<file path="src/rtl/bus_dma_master_if.sv">
// Bus port between a DMA master and the two-master arbiter/decoder.
// The master drives request, direction, address and write data; the bus returns grant and read data.
interface bus_dma_master_if #(
    parameter int unsigned ADDR_W = 8,
    parameter int unsigned DATA_W = 32
);
    logic              m_req;
    logic              m_wr;
    logic [ADDR_W-1:0] m_address;
    logic [DATA_W-1:0] m_dout;
    logic              m_grant;
    logic [DATA_W-1:0] m_din;

    modport master (
        output m_req,
        output m_wr,
        output m_address,
        output m_dout,
        input  m_grant,
        input  m_din
    );

    modport slave (
        input  m_req,
        input  m_wr,
        input  m_address,
        input  m_dout,
        output m_grant,
        output m_din
    );
endinterface

</file>
<file path="src/rtl/bus_dma_master.sv">
// Block-copy DMA master: reads length words from src and writes them to dst, one word at a time.
// Every output is a register loaded from the next-state decode, so nothing combinational leaves the block.
module bus_dma_master #(
    parameter int unsigned ADDR_W = 8,
    parameter int unsigned DATA_W = 32,
    parameter int unsigned LEN_W  = 8
) (
    input  logic              clk,
    input  logic              reset,
    input  logic              start,
    input  logic [ADDR_W-1:0] src_addr,
    input  logic [ADDR_W-1:0] dst_addr,
    input  logic [LEN_W-1:0]  length,
    bus_dma_master_if.master  bus,
    output logic              busy,
    output logic              done
);

    typedef enum logic [2:0] {
        S_IDLE,
        S_REQ,
        S_READ,
        S_WRITE,
        S_DONE
    } state_t;

    state_t            r_state;
    state_t            w_state_nxt;
    logic [ADDR_W-1:0] r_src, w_src_nxt;
    logic [ADDR_W-1:0] r_dst, w_dst_nxt;
    logic [LEN_W-1:0]  r_len, w_len_nxt;
    logic [LEN_W-1:0]  r_cnt, w_cnt_nxt;
    logic [DATA_W-1:0] r_buf, w_buf_nxt;

    logic              r_m_req, w_m_req_nxt;
    logic              r_m_wr, w_m_wr_nxt;
    logic [ADDR_W-1:0] r_m_address, w_m_address_nxt;
    logic [DATA_W-1:0] r_m_dout, w_m_dout_nxt;
    logic              r_busy, w_busy_nxt;
    logic              r_done, w_done_nxt;

    // Next-state logic, then output decode of the state being entered
    always_comb begin
        w_state_nxt     = r_state;
        w_src_nxt       = r_src;
        w_dst_nxt       = r_dst;
        w_len_nxt       = r_len;
        w_cnt_nxt       = r_cnt;
        w_buf_nxt       = r_buf;
        w_m_address_nxt = '0;
        w_m_dout_nxt    = '0;

        unique case (r_state)
            S_IDLE: begin
                if (start) begin
                    w_src_nxt   = src_addr;
                    w_dst_nxt   = dst_addr;
                    w_len_nxt   = length;
                    w_cnt_nxt   = '0;
                    w_state_nxt = (length == '0) ? S_DONE : S_REQ;
                end
            end
            S_REQ: begin
                if (bus.m_grant) begin
                    w_state_nxt = S_READ;
                end
            end
            S_READ: begin
                if (bus.m_grant) begin
                    w_buf_nxt   = bus.m_din;
                    w_state_nxt = S_WRITE;
                end
            end
            S_WRITE: begin
                if (bus.m_grant) begin
                    w_cnt_nxt   = r_cnt + LEN_W'(1);
                    w_state_nxt = (w_cnt_nxt == r_len) ? S_DONE : S_READ;
                end
            end
            S_DONE: begin
                w_state_nxt = S_IDLE;
            end
            default: begin
                w_state_nxt = S_IDLE;
            end
        endcase

        w_m_req_nxt = (w_state_nxt == S_REQ) || (w_state_nxt == S_READ) ||
                      (w_state_nxt == S_WRITE);
        w_m_wr_nxt  = (w_state_nxt == S_WRITE);
        w_busy_nxt  = w_m_req_nxt;
        w_done_nxt  = (w_state_nxt == S_DONE);

        // Addresses wrap modulo 2^ADDR_W
        case (w_state_nxt)
            S_REQ, S_READ: begin
                w_m_address_nxt = w_src_nxt + ADDR_W'(w_cnt_nxt);
            end
            S_WRITE: begin
                w_m_address_nxt = w_dst_nxt + ADDR_W'(w_cnt_nxt);
                w_m_dout_nxt    = w_buf_nxt;
            end
            default: begin
                w_m_address_nxt = '0;
                w_m_dout_nxt    = '0;
            end
        endcase
    end

    always_ff @(posedge clk) begin
        if (reset) begin
            r_state     <= S_IDLE;
            r_src       <= '0;
            r_dst       <= '0;
            r_len       <= '0;
            r_cnt       <= '0;
            r_buf       <= '0;
            r_m_req     <= 1'b0;
            r_m_wr      <= 1'b0;
            r_m_address <= '0;
            r_m_dout    <= '0;
            r_busy      <= 1'b0;
            r_done      <= 1'b0;
        end else begin
            r_state     <= w_state_nxt;
            r_src       <= w_src_nxt;
            r_dst       <= w_dst_nxt;
            r_len       <= w_len_nxt;
            r_cnt       <= w_cnt_nxt;
            r_buf       <= w_buf_nxt;
            r_m_req     <= w_m_req_nxt;
            r_m_wr      <= w_m_wr_nxt;
            r_m_address <= w_m_address_nxt;
            r_m_dout    <= w_m_dout_nxt;
            r_busy      <= w_busy_nxt;
            r_done      <= w_done_nxt;
        end
    end

    assign bus.m_req     = r_m_req;
    assign bus.m_wr      = r_m_wr;
    assign bus.m_address = r_m_address;
    assign bus.m_dout    = r_m_dout;
    assign busy          = r_busy;
    assign done          = r_done;

endmodule

</file>
<file path="src/flat_wrapper.sv">
// flat-port wrapper written by rule: the top's interface ports become plain ports
module bus_dma_master_flat 
#(
    parameter int unsigned ADDR_W = 8,
    parameter int unsigned DATA_W = 32,
    parameter int unsigned LEN_W  = 8
)
  (clk, reset, start, src_addr, dst_addr, length, busy, done, bus_m_req, bus_m_wr, bus_m_address, bus_m_dout, bus_m_grant, bus_m_din);
  bus_dma_master_if #(.ADDR_W(ADDR_W), .DATA_W(DATA_W)) bus_i ();
  input  logic clk;
  input  logic reset;
  input  logic start;
  input  logic [ADDR_W-1:0] src_addr;
  input  logic [ADDR_W-1:0] dst_addr;
  input  logic [LEN_W-1:0] length;
  output logic busy;
  output logic done;
  output wire logic [$bits(bus_i.m_req)-1:0] bus_m_req;
  output wire logic [$bits(bus_i.m_wr)-1:0] bus_m_wr;
  output wire logic [$bits(bus_i.m_address)-1:0] bus_m_address;
  output wire logic [$bits(bus_i.m_dout)-1:0] bus_m_dout;
  input wire logic [$bits(bus_i.m_grant)-1:0] bus_m_grant;
  input wire logic [$bits(bus_i.m_din)-1:0] bus_m_din;
  assign bus_m_req = bus_i.m_req;
  assign bus_m_wr = bus_i.m_wr;
  assign bus_m_address = bus_i.m_address;
  assign bus_m_dout = bus_i.m_dout;
  assign bus_i.m_grant = bus_m_grant;
  assign bus_i.m_din = bus_m_din;
  bus_dma_master #(.ADDR_W(ADDR_W), .DATA_W(DATA_W), .LEN_W(LEN_W)) u_core (.clk(clk), .reset(reset), .start(start), .src_addr(src_addr), .dst_addr(dst_addr), .length(length), .bus(bus_i), .busy(busy), .done(done));
endmodule
</file>
<file path="config.mk">
export PLATFORM = sky130hd
export DESIGN_NAME = bus_dma_master_flat
export DESIGN_NICKNAME = d
export VERILOG_FILES = /design/src/rtl/bus_dma_master_if.sv /design/src/rtl/bus_dma_master.sv /design/src/flat_wrapper.sv
export SDC_FILE = /design/constraint.sdc
export NUM_CORES = 1
export LEC_CHECK = 0
export ABC_AREA = 1
export BUFFER_PORTS_ARGS = -buffer_cell sky130_fd_sc_hd__buf_2
export CAP_MARGIN = 0
export CORE_ASPECT_RATIO = 1.5
export CORE_UTILIZATION = 35
export CTS_BUF_LIST = sky130_fd_sc_hd__clkbuf_4
export DETAILED_ROUTE_END_ITERATION = 7
export SYNTH_ARGS = -nofsm -noshare
export SYNTH_HDL_FRONTEND = slang
export SYNTH_SLANG_ARGS = --single-unit
</file>
<file path="constraint.sdc">
create_clock -name clk -period 3.56 [get_ports clk]
set_clock_uncertainty 0.05 [all_clocks]
set_input_delay 0.712 -clock clk [delete_from_list [all_inputs] [get_ports clk]]
set_output_delay 0.712 -clock clk [all_outputs]
set_load 0.03 [all_outputs]
</file>
==> impl_metrics.toml <==
[yosys]
yosysSeqAreaShare = 0.473
synth_top_area_frac = 0.473
synth_common_cells = "nor2_1, dfxtp_1, nand2_1, inv_1, nor3_1"
syn-num-nets = 609
syn_area_sq_mm = 0.00466
syn_inst = 540
yosys_register_bits = 110
syn_avg_cell_area_sq_um = 8.62
synthArstFlopShare = 0
yosysTopAreaCell = "dfxtp_1"
synth_most_common_cell = "nor2_1"
synthDistinctLibCells = 38
netlist_top_cells_area = "dfxtp_1, nor2_1, nor4_2, nand2_1, mux2i_1"
ys_warn_count = 0
ys.flop_type = "dfxtp_1"
synth-edff-count = 0

[sta]
tns_ns = 0
fin_crit_sh = 0.770
slew_headroom = 0.628
slew_violations = 0
fmax_mhz = 365
fin_crit_ns = 2.74
tightest_slew_ns = 0.558
finalHoldViolCount = 0
rsz0062_at_grt = "false"
setup_violations = 0
finalWorstSetupSlack_ns = 0.818

[clock_network]
clockBufferDepth = 2
cts_tree = "built"
cts.clk_slew.worst_paths_ns = 0.17
cts_resized = 0
cts_hold_buf = 0
ctsHtreeMaxLevel = 3
clock-sinks = 110
cts_root_buf = "clkbuf_4"
cts_setup_buffers = 0
clkLatencyLatePin_ns = 0.47
numCtsBuffers = 9

[power_and_ir_drop]
p_leak_nw = 2.41
ir_drop_uv = 200
power.density_mw_per_mm2 = 414

[worst_setup_path]
critPathLaunchType = "flop"
critPathKind = "reg2reg"
critPathCaptureType = "flop"
critPathArrivalTime_ns = 3.08
cp_max_fo = 10
r2r_slack_ns = 0.82
worstPathRequired_ns = 3.90

[global_routing]
grt_usage = 0.164
grt_max_degree = 38
grt_pass1_vias = 3826
grt_pass1_wl_mm = 17.3
overflow = 0
grt_antenna_before_repair = 1

[final_layout]
syn2layout_area_growth_pct = 16.6
regArea_sq_mm = 0.00220
num-fill-cells = 1350
fin_nets = 704
multi_input_area_sq_mm = 0.00216
finalInstanceArea_sq_mm = 0.00543
drive_above_1_share = 0.308

[placement]
port_buffers = 103
place.gp.congestion = 0.879
place_ws_ns = 0.395
hpwl_mm = 7.77
place_area_sq_mm = 0.00530

[floorplan]
coreArea_sq_mm = 0.0130
start_util = 0.360
dieArea_sq_mm = 0.0138
die_h_microns = 143
rows = 51
die_w_microns = 96.2
ioPinCount = 104

[detailed_routing]
wl_per_cell_microns = 13.1
drt-pass1-iter-count = 4
vias_per_cell = 4.85
drt_iter0_drc = 150
route.vias.total = 3877
antenna_left = 0
drcViolationCount = 0
wl_mm = 10.5

[hold_path]
hold_class = "reg2reg"

[run_status]
status = "complete, no violations"

[flow_run]
max_cap_viol_count = 0
## worst paths after layout
path,startpoint,to,cells after the start
min,u_core.r_len[2]$_SDFFE_PP0P_,u_core.r_len[2]$_SDFFE_PP0P_,2
max reg2reg,u_core.r_state[1]$_SDFF_PP0_,u_core.bus.m_address[6]$_SDFF_PP0_,14
max,u_core.r_state[1]$_SDFF_PP0_,u_core.bus.m_address[6]$_SDFF_PP0_,14
min reg2reg,u_core.r_len[2]$_SDFFE_PP0P_,u_core.r_len[2]$_SDFFE_PP0P_,2
## logic make-up after synthesis
| group | Yosys count | synth area share |
|---|---|---|
| XOR/XNOR | 6 | 0.0113 |
| AND/OR/NAND/NOR | 278 | 0.321 |
| flip-flops | 110 | 0.473 |
| AO/OA/AOI/OAI | 47 | 0.0615 |
| buffers and inverters | 69 | 0.0623 |
| adder cells (fa/ha/maj) | 9 | 0.0258 |
| multiplexers | 21 | 0.0451 |
## where the power goes
| group | leakage [nW] | internal [W] | switching [W] | total, W |
|---|---|---|---|---|
| Clock | 0.0722 | 0.000168 | 0.000411 | 0.000580 |
| Sequential | 0.893 | 0.00129 | 0.0000192 | 0.00131 |
| Combinational | 1.44 | 0.000129 | 0.000232 | 0.000361 |
| Total | 2.41 | 0.00158 | 0.000662 | 0.00225 |
## registers in the layout (all words and copies together), names as in the netlist
| register | cells |
|---|---|
| u_core.busy | 1 |
| u_core.r_cnt | 8 |
| u_core.r_src | 8 |
| u_core.bus.m_address | 8 |
| u_core.done | 1 |
| u_core.r_dst | 8 |
| u_core.r_state | 3 |
| u_core.r_len | 8 |
| u_core.r_buf | 32 |
| u_core.bus.m_wr | 1 |
| u_core.bus.m_dout | 32 |
## cell type report
type / instances / share of cell area
Clock inverter: 5 / 0.00737
Tap cell: 159 / 0.0366
Antenna cell: 1 / 0.000461
Clock buffer: 11 / 0.0152
Timing Repair Buffer: 109 / 0.106
Inverter: 44 / 0.0304
Multi-Input combinational cell: 361 / 0.399
Sequential cell: 110 / 0.406
## critical path: stages, from the launching register on
cell and delay, ns:
dfxtp_1 0.48, nand3_2 0.14, nor2_2 0.17, inv_2 0.09
nand2_8 0.12, mux2i_1 0.21, ha_1 0.19, inv_1 0.07
fa_1 0.41, o21ai_0 0.30, nand2_1 0.09, nand2_1 0.07
a21oi_1 0.07, xor2_1 0.16, nor2_2 0.05
## per-layer routing
layer	part of all wire	global-route usage	routed length (microns)
met1	0.39	0.174	4090
met2	0.56	0.307	5860
met3	0.034	0.0373	358
met4	0.018	0.0573	187
met5	0	0	0
## cells in the final DEF, fill, tap and decap left out, drive strengths merged, types with 4 or more instances in the layout
master / count
nand3: 24
nor2: 131
buf: 109
o211ai: 4
nor4: 24
mux2i: 21
o21ai: 15
nor3: 26
nand2: 66
a21oi: 24
dfxtp: 110
ha: 8
inv: 47
clkbuf: 11
## through the flow
stage / util / instances / hold slack [ns] / power (W)
floorplan: - / 540 / 0.394 / 0.00160
global placement: 0.409 / 783 / 0.418 / 0.00169
CTS: 0.419 / 799 / 0.427 / 0.00229
global route: 0.419 / 800 / 0.424 / 0.00237
detailed placement: 0.409 / 783 / 0.422 / 0.00170
finish: 0.419 / 800 / 0.439 / 0.00225
(Power assumes the default switching activity.)
